[config.mk]
export PLATFORM = sky130hd
export DESIGN_NAME = contrast_stretch_flat
export DESIGN_NICKNAME = d
export VERILOG_FILES = /design/src/rtl/contrast_stretch_if.sv /design/src/rtl/contrast_stretch.sv /design/src/flat_wrapper.sv
export SDC_FILE = /design/constraint.sdc
export NUM_CORES = 1
export LEC_CHECK = 0
export BUFFER_PORTS_ARGS = -buffer_cell sky130_fd_sc_hd__buf_4
export CAP_MARGIN = 30
export CORE_UTILIZATION = 58
export DETAILED_ROUTE_END_ITERATION = 12
export GPL_TIMING_DRIVEN = 1
export PLACE_DENSITY_LB_ADDON = 0.12
export RECOVER_POWER = 50
export REMOVE_ABC_BUFFERS = 1
export SYNTH_ARGS = -nofsm -noshare
export SYNTH_HDL_FRONTEND = slang
export SYNTH_SLANG_ARGS = --single-unit
[constraint.sdc]
create_clock -name clk -period 12 [get_ports clk]
set_clock_uncertainty 0.1 [all_clocks]
set_input_delay 1.8 -clock clk [delete_from_list [all_inputs] [get_ports clk]]
set_output_delay 1.8 -clock clk [all_outputs]
set_load 0.01 [all_outputs]
[src/rtl/contrast_stretch_if.sv]
// Pixel stream bundle for contrast_stretch.
// Input and output valid/ready channels carry RGB444 pixels.
interface contrast_stretch_if;
   logic        in_valid;
   logic        in_ready;
   logic [11:0] pixel_in;
   logic        out_valid;
   logic        out_ready;
   logic [11:0] pixel_out;

   modport master (
      output in_valid,
      output pixel_in,
      output out_ready,
      input  in_ready,
      input  out_valid,
      input  pixel_out
   );

   modport slave (
      input  in_valid,
      input  pixel_in,
      input  out_ready,
      output in_ready,
      output out_valid,
      output pixel_out
   );
endinterface

[src/rtl/contrast_stretch.sv]
// Per-channel RGB444 contrast stretch, 3-stage pipeline.
// S1 clamp/subtract, S2 30*d+r, S3 divide by 2r and register.
module contrast_stretch (
   input  logic        clk,
   input  logic        rst_n,
   input  logic        coef_load,
   input  logic [11:0] min_in,
   input  logic [11:0] max_in,
   contrast_stretch_if.slave px,
   output logic        busy
);

   logic [11:0] min_q, min_d;
   logic [11:0] max_q, max_d;

   logic            s1_v_q, s1_v_d;
   logic [2:0][3:0] s1_dv_q, s1_dv_d;
   logic [2:0][3:0] s1_r_q, s1_r_d;
   logic [2:0][3:0] s1_p_q, s1_p_d;
   logic [2:0]      s1_pt_q, s1_pt_d;

   logic            s2_v_q, s2_v_d;
   logic [2:0][8:0] s2_n_q, s2_n_d;
   logic [2:0][3:0] s2_r_q, s2_r_d;
   logic [2:0][3:0] s2_p_q, s2_p_d;
   logic [2:0]      s2_pt_q, s2_pt_d;

   logic            ov_q, ov_d;
   logic [11:0]     pix_q, pix_d;

   logic            adv;
   logic [2:0][3:0] mn, mx, pp, pc;
   logic [2:0][8:0] dvs, quo;

   assign adv          = ~ov_q | px.out_ready;
   assign px.in_ready  = adv;
   assign px.out_valid = ov_q;
   assign px.pixel_out = pix_q;
   assign busy         = s1_v_q | s2_v_q | ov_q;

   // Coefficients follow coef_load regardless of pipeline state
   always_comb begin
      min_d = min_q;
      max_d = max_q;
      if (coef_load) begin
         min_d = min_in;
         max_d = max_in;
      end
   end

   // S1: clamp into [min,max], subtract min, latch per-pixel range
   always_comb begin
      mn      = '0;
      mx      = '0;
      pp      = '0;
      pc      = '0;
      s1_v_d  = s1_v_q;
      s1_dv_d = s1_dv_q;
      s1_r_d  = s1_r_q;
      s1_p_d  = s1_p_q;
      s1_pt_d = s1_pt_q;
      for (int c = 0; c < 3; c++) begin
         mn[c] = min_q[4*c +: 4];
         mx[c] = max_q[4*c +: 4];
         pp[c] = px.pixel_in[4*c +: 4];
         pc[c] = (pp[c] < mn[c]) ? mn[c] :
                 (pp[c] > mx[c]) ? mx[c] : pp[c];
      end
      if (adv) begin
         s1_v_d = px.in_valid;
         if (px.in_valid) begin
            for (int c = 0; c < 3; c++) begin
               s1_dv_d[c] = pc[c] - mn[c];
               s1_r_d[c]  = mx[c] - mn[c];
               s1_p_d[c]  = pp[c];
               s1_pt_d[c] = (mx[c] <= mn[c]);
            end
         end
      end
   end

   // S2: numerator 30*d + r, which tops out at 465
   always_comb begin
      s2_v_d  = s2_v_q;
      s2_n_d  = s2_n_q;
      s2_r_d  = s2_r_q;
      s2_p_d  = s2_p_q;
      s2_pt_d = s2_pt_q;
      if (adv) begin
         s2_v_d = s1_v_q;
         if (s1_v_q) begin
            for (int c = 0; c < 3; c++) begin
               s2_n_d[c]  = 9'(s1_dv_q[c]) * 9'd30
                          + 9'(s1_r_q[c]);
               s2_r_d[c]  = s1_r_q[c];
               s2_p_d[c]  = s1_p_q[c];
               s2_pt_d[c] = s1_pt_q[c];
            end
         end
      end
   end

   // S3: divide by 2r (rounds half up) or pass through degenerate channels
   always_comb begin
      dvs   = '0;
      quo   = '0;
      ov_d  = ov_q;
      pix_d = pix_q;
      for (int c = 0; c < 3; c++) begin
         dvs[c] = s2_pt_q[c] ? 9'd1 : {4'd0, s2_r_q[c], 1'b0};
         quo[c] = s2_n_q[c] / dvs[c];
      end
      if (adv) begin
         ov_d = s2_v_q;
         if (s2_v_q) begin
            for (int c = 0; c < 3; c++) begin
               pix_d[4*c +: 4] = s2_pt_q[c] ? s2_p_q[c]
                                            : quo[c][3:0];
            end
         end
      end
   end

   // State registers; reset gives identity coefficients and empty pipe
   always_ff @(posedge clk or negedge rst_n) begin
      if (!rst_n) begin
         min_q   <= 12'h000;
         max_q   <= 12'hFFF;
         s1_v_q  <= 1'b0;
         s1_dv_q <= '0;
         s1_r_q  <= '0;
         s1_p_q  <= '0;
         s1_pt_q <= '0;
         s2_v_q  <= 1'b0;
         s2_n_q  <= '0;
         s2_r_q  <= '0;
         s2_p_q  <= '0;
         s2_pt_q <= '0;
         ov_q    <= 1'b0;
         pix_q   <= 12'h000;
      end else begin
         min_q   <= min_d;
         max_q   <= max_d;
         s1_v_q  <= s1_v_d;
         s1_dv_q <= s1_dv_d;
         s1_r_q  <= s1_r_d;
         s1_p_q  <= s1_p_d;
         s1_pt_q <= s1_pt_d;
         s2_v_q  <= s2_v_d;
         s2_n_q  <= s2_n_d;
         s2_r_q  <= s2_r_d;
         s2_p_q  <= s2_p_d;
         s2_pt_q <= s2_pt_d;
         ov_q    <= ov_d;
         pix_q   <= pix_d;
      end
   end

endmodule

[src/flat_wrapper.sv]
// flat-port wrapper written by rule: the top's interface ports become plain ports
module contrast_stretch_flat 
  (clk, rst_n, coef_load, min_in, max_in, busy, px_in_valid, px_pixel_in, px_out_ready, px_in_ready, px_out_valid, px_pixel_out);
  contrast_stretch_if px_i ();
  input  logic clk;
  input  logic rst_n;
  input  logic coef_load;
  input  logic [11:0] min_in;
  input  logic [11:0] max_in;
  output logic busy;
  input wire logic [$bits(px_i.in_valid)-1:0] px_in_valid;
  input wire logic [$bits(px_i.pixel_in)-1:0] px_pixel_in;
  input wire logic [$bits(px_i.out_ready)-1:0] px_out_ready;
  output wire logic [$bits(px_i.in_ready)-1:0] px_in_ready;
  output wire logic [$bits(px_i.out_valid)-1:0] px_out_valid;
  output wire logic [$bits(px_i.pixel_out)-1:0] px_pixel_out;
  assign px_i.in_valid = px_in_valid;
  assign px_i.pixel_in = px_pixel_in;
  assign px_i.out_ready = px_out_ready;
  assign px_in_ready = px_i.in_ready;
  assign px_out_valid = px_i.out_valid;
  assign px_pixel_out = px_i.pixel_out;
  contrast_stretch u_core (.clk(clk), .rst_n(rst_n), .coef_load(coef_load), .min_in(min_in), .max_in(max_in), .px(px_i), .busy(busy));
endmodule
== After elaboration in Yosys (flattened, before gate mapping) ==
Cells that the tools add are included.

* Add/subtract/negate cells: 9
* $mul: 3
* Div/mod/pow operators: 3
* Magnitude comparators: 9
* Multiplexer cells: 12
* Bitwise operators: 4
* Reduce and logical (&&, ||, !) cells: 3

{| class="wikitable"
|+ Operators with widths
! operator !! count
|-
| $mux W4 || 9
|-
| $add A9 B4 Y9 || 3
|-
| $div A9 B9 Y9 || 3
|-
| $mul A4 B4 Y8 const B || 3
|-
| $sub A4 B4 Y4 || 6
|-
| $mux W5 || 3
|-
| $gt A4 B4 Y1 || 3
|-
| $le A4 B4 Y1 || 3
|-
| $lt A4 B4 Y1 || 3
|-
| $reduce_and A2 Y1 || 3
|-
| $or A1 B1 Y1 || 3
|-
| $not A1 Y1 || 1
|}

* Register bits: 132
* Bits of input ports: 41
* Output and inout port bits: 15
* Logic and storage cells: 69

== Longest topological paths before layout ==
* Depth in word-level cells: 4
* Mapped depth: 68
* Mapped depth without buffers: 66

== Worst setup path before layout ==
No wires, ideal clock.

* Path kind: register to register
* From: register u_core.s2_pt_q[1]
* To: register u_core.pix_q[4] (netlist: u_core.px.pixel_out[4])
* Library setup time: 0.127 ns
* Data arrival time: 12.374 ns
* Required time: 11.773 ns
* Path slack: -0.601 ns
* Stages on the path, launching flop included: 66
* Buffers on the path: 1
* Clock period less this slack: 12.601 ns
* Cell sequence: dfrtp_1 > buf_2 > clkinv_1 > ha_1 > nor2_1 > a21oi_1 > a21oi_1 > ha_1 > or3_1 > a311oi_1 > a211oi_1 > ha_1 > or2_2 > o221ai_1 > o221a_2 > nor2_1 > ha_1 > a21oi_1 > [... 30 more ...] > nand2b_1 > a41o_1 > a21oi_1 > nor2b_1 > a211oi_1 > nand3_1 > nor2_1 > a21oi_1 > ha_1 > a21o_1 > a21oi_1 > nor2b_1 > o21ai_0 > a211oi_1 > a21oi_1 > o211ai_1 > a31oi_1 > a21oi_1

* Word-level cells in the longest chain between the ends: 3

{| class="wikitable"
|+ Ends and longest elaborated chain
! what !! line !! source
|-
| start, declared || contrast_stretch.sv:26 || <nowiki>logic [2:0] s2_pt_q, s2_pt_d;</nowiki>
|-
| start signal, assigned || contrast_stretch.sv:153 || <nowiki>s2_pt_q <= s2_pt_d;</nowiki>
|-
| $mux W5 || contrast_stretch.sv:110 || <nowiki>dvs[c] = s2_pt_q[c] ? 9'd1 : {4'd0, s2_r_q[c], 1'b0};</nowiki>
|-
| $div A9 B9 Y9 || contrast_stretch.sv:111 || <nowiki>quo[c] = s2_n_q[c] / dvs[c];</nowiki>
|-
| $mux W4 (*) || contrast_stretch.sv:117 || <nowiki>pix_d[4*c +: 4] = s2_pt_q[c] ? s2_p_q[c]</nowiki>
|-
| end signal, assigned || contrast_stretch.sv:155 || <nowiki>pix_q <= pix_d;</nowiki>
|-
| end, declared || contrast_stretch.sv:29 || <nowiki>logic [11:0] pix_q, pix_d;</nowiki>
|}

Every way passes the cells marked *; elsewhere a longest branch is shown, timed or not.
A chain may end at the register's enable or synchronous reset.

== Worst setup path in the final report ==
* From: register u_core.s2_r_q[5] in the netlist's numbering
* To: register u_core.pix_q[4] (netlist: u_core.px.pixel_out[4])

* Word-level cells in the longest chain between the ends: 3

{| class="wikitable"
|+ Ends and longest elaborated chain
! what !! line !! source
|-
| start, declared || contrast_stretch.sv:24 || <nowiki>logic [2:0][3:0] s2_r_q, s2_r_d;</nowiki>
|-
| start signal, assigned || contrast_stretch.sv:151 || <nowiki>s2_r_q <= s2_r_d;</nowiki>
|-
| $mux W5 || contrast_stretch.sv:110 ||
|-
| $div A9 B9 Y9 || contrast_stretch.sv:111 ||
|-
| $mux W4 || contrast_stretch.sv:117 ||
|}

Every way passes these cells.

==> metrics.cfg <==
[status]
outcome = complete, but fails checks
violations = max-capacitance violations, max-slew violations

[clock_network]
cts_tree = yes
cts_max_level = 4
ctsHoldBuffers = 0
cts_sinks = 129
clkSlewWorstSetupHoldPaths_ps = 60
root_buffer = clkbuf_16
cts_buffers = 17
clk_path_buf_depth = 2
clk_latency_ps = 420

[setup_path]
cpLargestDelayFamily = compound AO/OA/AOI/OAI gates
worstPathRequired_ps = 12200
cpMaxStageDelayCell = dfrtp_1
crit_arrival_ps = 11780
crit_fanout = 6
start_kind = flip-flop
crit_buf_inv = 1
cpPeakStageDelay_ps = 400
timing.critical_path.mode_cell = ha_1
cp-end-kind = flip-flop
crit_type = reg2reg

[grt]
track_usage_pct = 26.5
first_global_vias = 10049
grt_start_max_net_pins = 68
grt_pass1_wl_um = 47300
overflow = 0
antenna_found_initial = 0

[cells_and_area]
fillers = 1673
diodes = 0
final_cells = 1829
drive_gt1_share_pct = 23.6
post-route-util_pct = 70.6
area_growth_syn_to_layout_pct = 18.8
seqCellArea_um2 = 3240
finalNetCount = 1801
multi_input_area_um2 = 9330

[floorplanning]
core_area_um2 = 21200
die_h_um = 149
row_count = 53
die_x_um = 149
initial_core_util_pct = 59.4
dieArea_um2 = 22300
ios = 56

[timing]
relSlewSlack_pct = -134
finalHoldViolCount = 0
period_needed_ps = 11580
worst_pin_slew_ps = 3510
setup_viol = 0
fin_ws_ps = 416
post-route-period-util_pct = 96.5
clock.fmax_mhz = 86.3
slew_violations = 246
hold_ws_ps = 379

[placed_design]
dp.cells = 1750
dp_slack_ps = -668
place_hpwl_um = 21500
numPortBuffers = 55
place_congestion = 0.908

[synthesis]
synth-edff-count = 0
ys_types = 81
syn_area_um2 = 12600
ys_warn_count = 0
ys_seq_area_share_pct = 25.8
synth_flop_cell = dfrtp_1
yosysTopAreaCellShare_pct = 23.3
synth_area_leaders = dfrtp_1, ha_1, mux2_2, o21ai_0, a21oi_1
synthArstFlopShare_pct = 100
synthCells = 1413
synth_seq_cells = 129
postSynthAreaPerCell_um2 = 8.89
synth_top_area_cell = dfrtp_1

[detailed_routing]
viasPerCell = 5.79
wl_um = 29400
wl_per_cell_um = 16.1
firstDrtPassIters = 5
drtIter0Drc = 439
vias = 10587
drc = 0
antenna_left = 0

[flow_run]
max_cap_violations = 4

[hold_path]
hold_path.class = reg2reg

==> sequential cells by signal, summed over array words and instances (netlist names) <==
name and cells:
u_core.max_q 12, u_core.min_q 12, u_core.px.out_valid 1, u_core.px.pixel_out 12, u_core.s1_dv_q 12, u_core.s1_p_q 12
u_core.s1_pt_q 3, u_core.s1_r_q 12, u_core.s1_v_q 1, u_core.s2_n_q 24, u_core.s2_p_q 12, u_core.s2_pt_q 3
u_core.s2_r_q 12, u_core.s2_v_q 1
==> worst min-delay path: stages, from the launching register on <==
cell	delay, ps
dfrtp_1	340
nand2_1	40
o21ai_0	60
==> layer usage <==
layer	track usage [%]	share of wire, %	vias up
met1	35.3	46	5079
li1	-	-	5325
met3	3.33	2.6	32
met4	6.12	1.5	0
met2	45.6	50	151
met5	0	0	-
==> final cells by class <==
class	count	share of cell area, %
clock buffer	19	2.90
clock inverter	13	0.863
inverter	95	2.40
multi-input combinational	1146	62.5
sequential	129	21.7
tap	275	2.30
timing repair buffer	152	7.32
==> cell families (layout without fill, tap and decap cells) <==
group,after synthesis,in the layout,share of synthesized area (%)
AOI/OAI and AO/OA,392,392,19.8
adders and majority gates,219,219,23.2
DFF,129,129,25.8
and+or+nand+nor,374,374,14.0
buffers and inverters,138,279,4.20
xor gates and xnor gates,72,72,5.02
muxes,89,89,7.97
==> final timing paths <==
check / from / endpoint / slack (ps) / cells past startpoint
max: u_core.s2_r_q[5]$_DFFE_PN0P_ / u_core.px.pixel_out[4]$_DFFE_PN0P_ / 420 / 65
min: u_core.px.pixel_out[5]$_DFFE_PN0P_ / u_core.px.pixel_out[5]$_DFFE_PN0P_ / 380 / 2
max reg2reg: u_core.s2_r_q[5]$_DFFE_PN0P_ / u_core.px.pixel_out[4]$_DFFE_PN0P_ / 420 / 65
min reg2reg: u_core.px.pixel_out[5]$_DFFE_PN0P_ / u_core.px.pixel_out[5]$_DFFE_PN0P_ / 380 / 2
max in group asynchronous: rst_n / u_core.s1_p_q[1]$_DFFE_PN0P_ / 4720 / 2
min in group asynchronous: rst_n / u_core.s2_n_q[17]$_DFFE_PN0P_ / 2460 / 1
==> metrics by stage <==
step | instance area (µm²) | setup TNS [ps]
2_1_floorplan | 12400 | -867
3_3_place_gp | 13500 | -437
3_5_place_dp | 13500 | -1130
4_1_cts | 14200 | 0
5_1_grt | 14900 | -498
6_report | 14900 | 0
==> cells in the mapped netlist (all sizes together) (30+ instances only) <==
master and number:
a21o 35, nor3 38, dfrtp 117, inv 93, xnor2 42, o21ai 123
a21oi 103, xor2 30, mux2 76, clkbuf 37, nor2 98, o21a 36
ha 195, nand2 131
==> what timing repair did <==
action	in CTS	in global routing
endpoints found under the setup margin	3	4
hold endpoints to repair	0	0
buffers inserted	8	39
resized for setup	21	114
pin swaps	8	76
==> cell usage in the layout (no fill, tap or decap), types with 7 or more instances in the layout <==
cell type and count:
ha_1 183, buf_4 130, nand2_1 123, dfrtp_1 117, o21ai_0 101, inv_1 93, nor2_1 89, a21oi_1 82
mux2_2 71, xnor2_1 42, o21a_1 35, nor3_1 35, a21o_1 35, xor2_1 30, nand2b_1 24, fa_1 24
a21oi_2 19, nand3_1 19, clkbuf_1 19, nor2b_1 17, clkbuf_16 17, o21ai_1 13, dfstp_2 12, o211ai_1 10
or3_1 10, mux2i_1 10, ha_4 9, o21ai_2 8, o31ai_1 8, nand2_2 8, a211oi_2 7
Power is not shown: default switching activity piles up to over one toggle a cycle in this logic, so the estimate is an artifact.
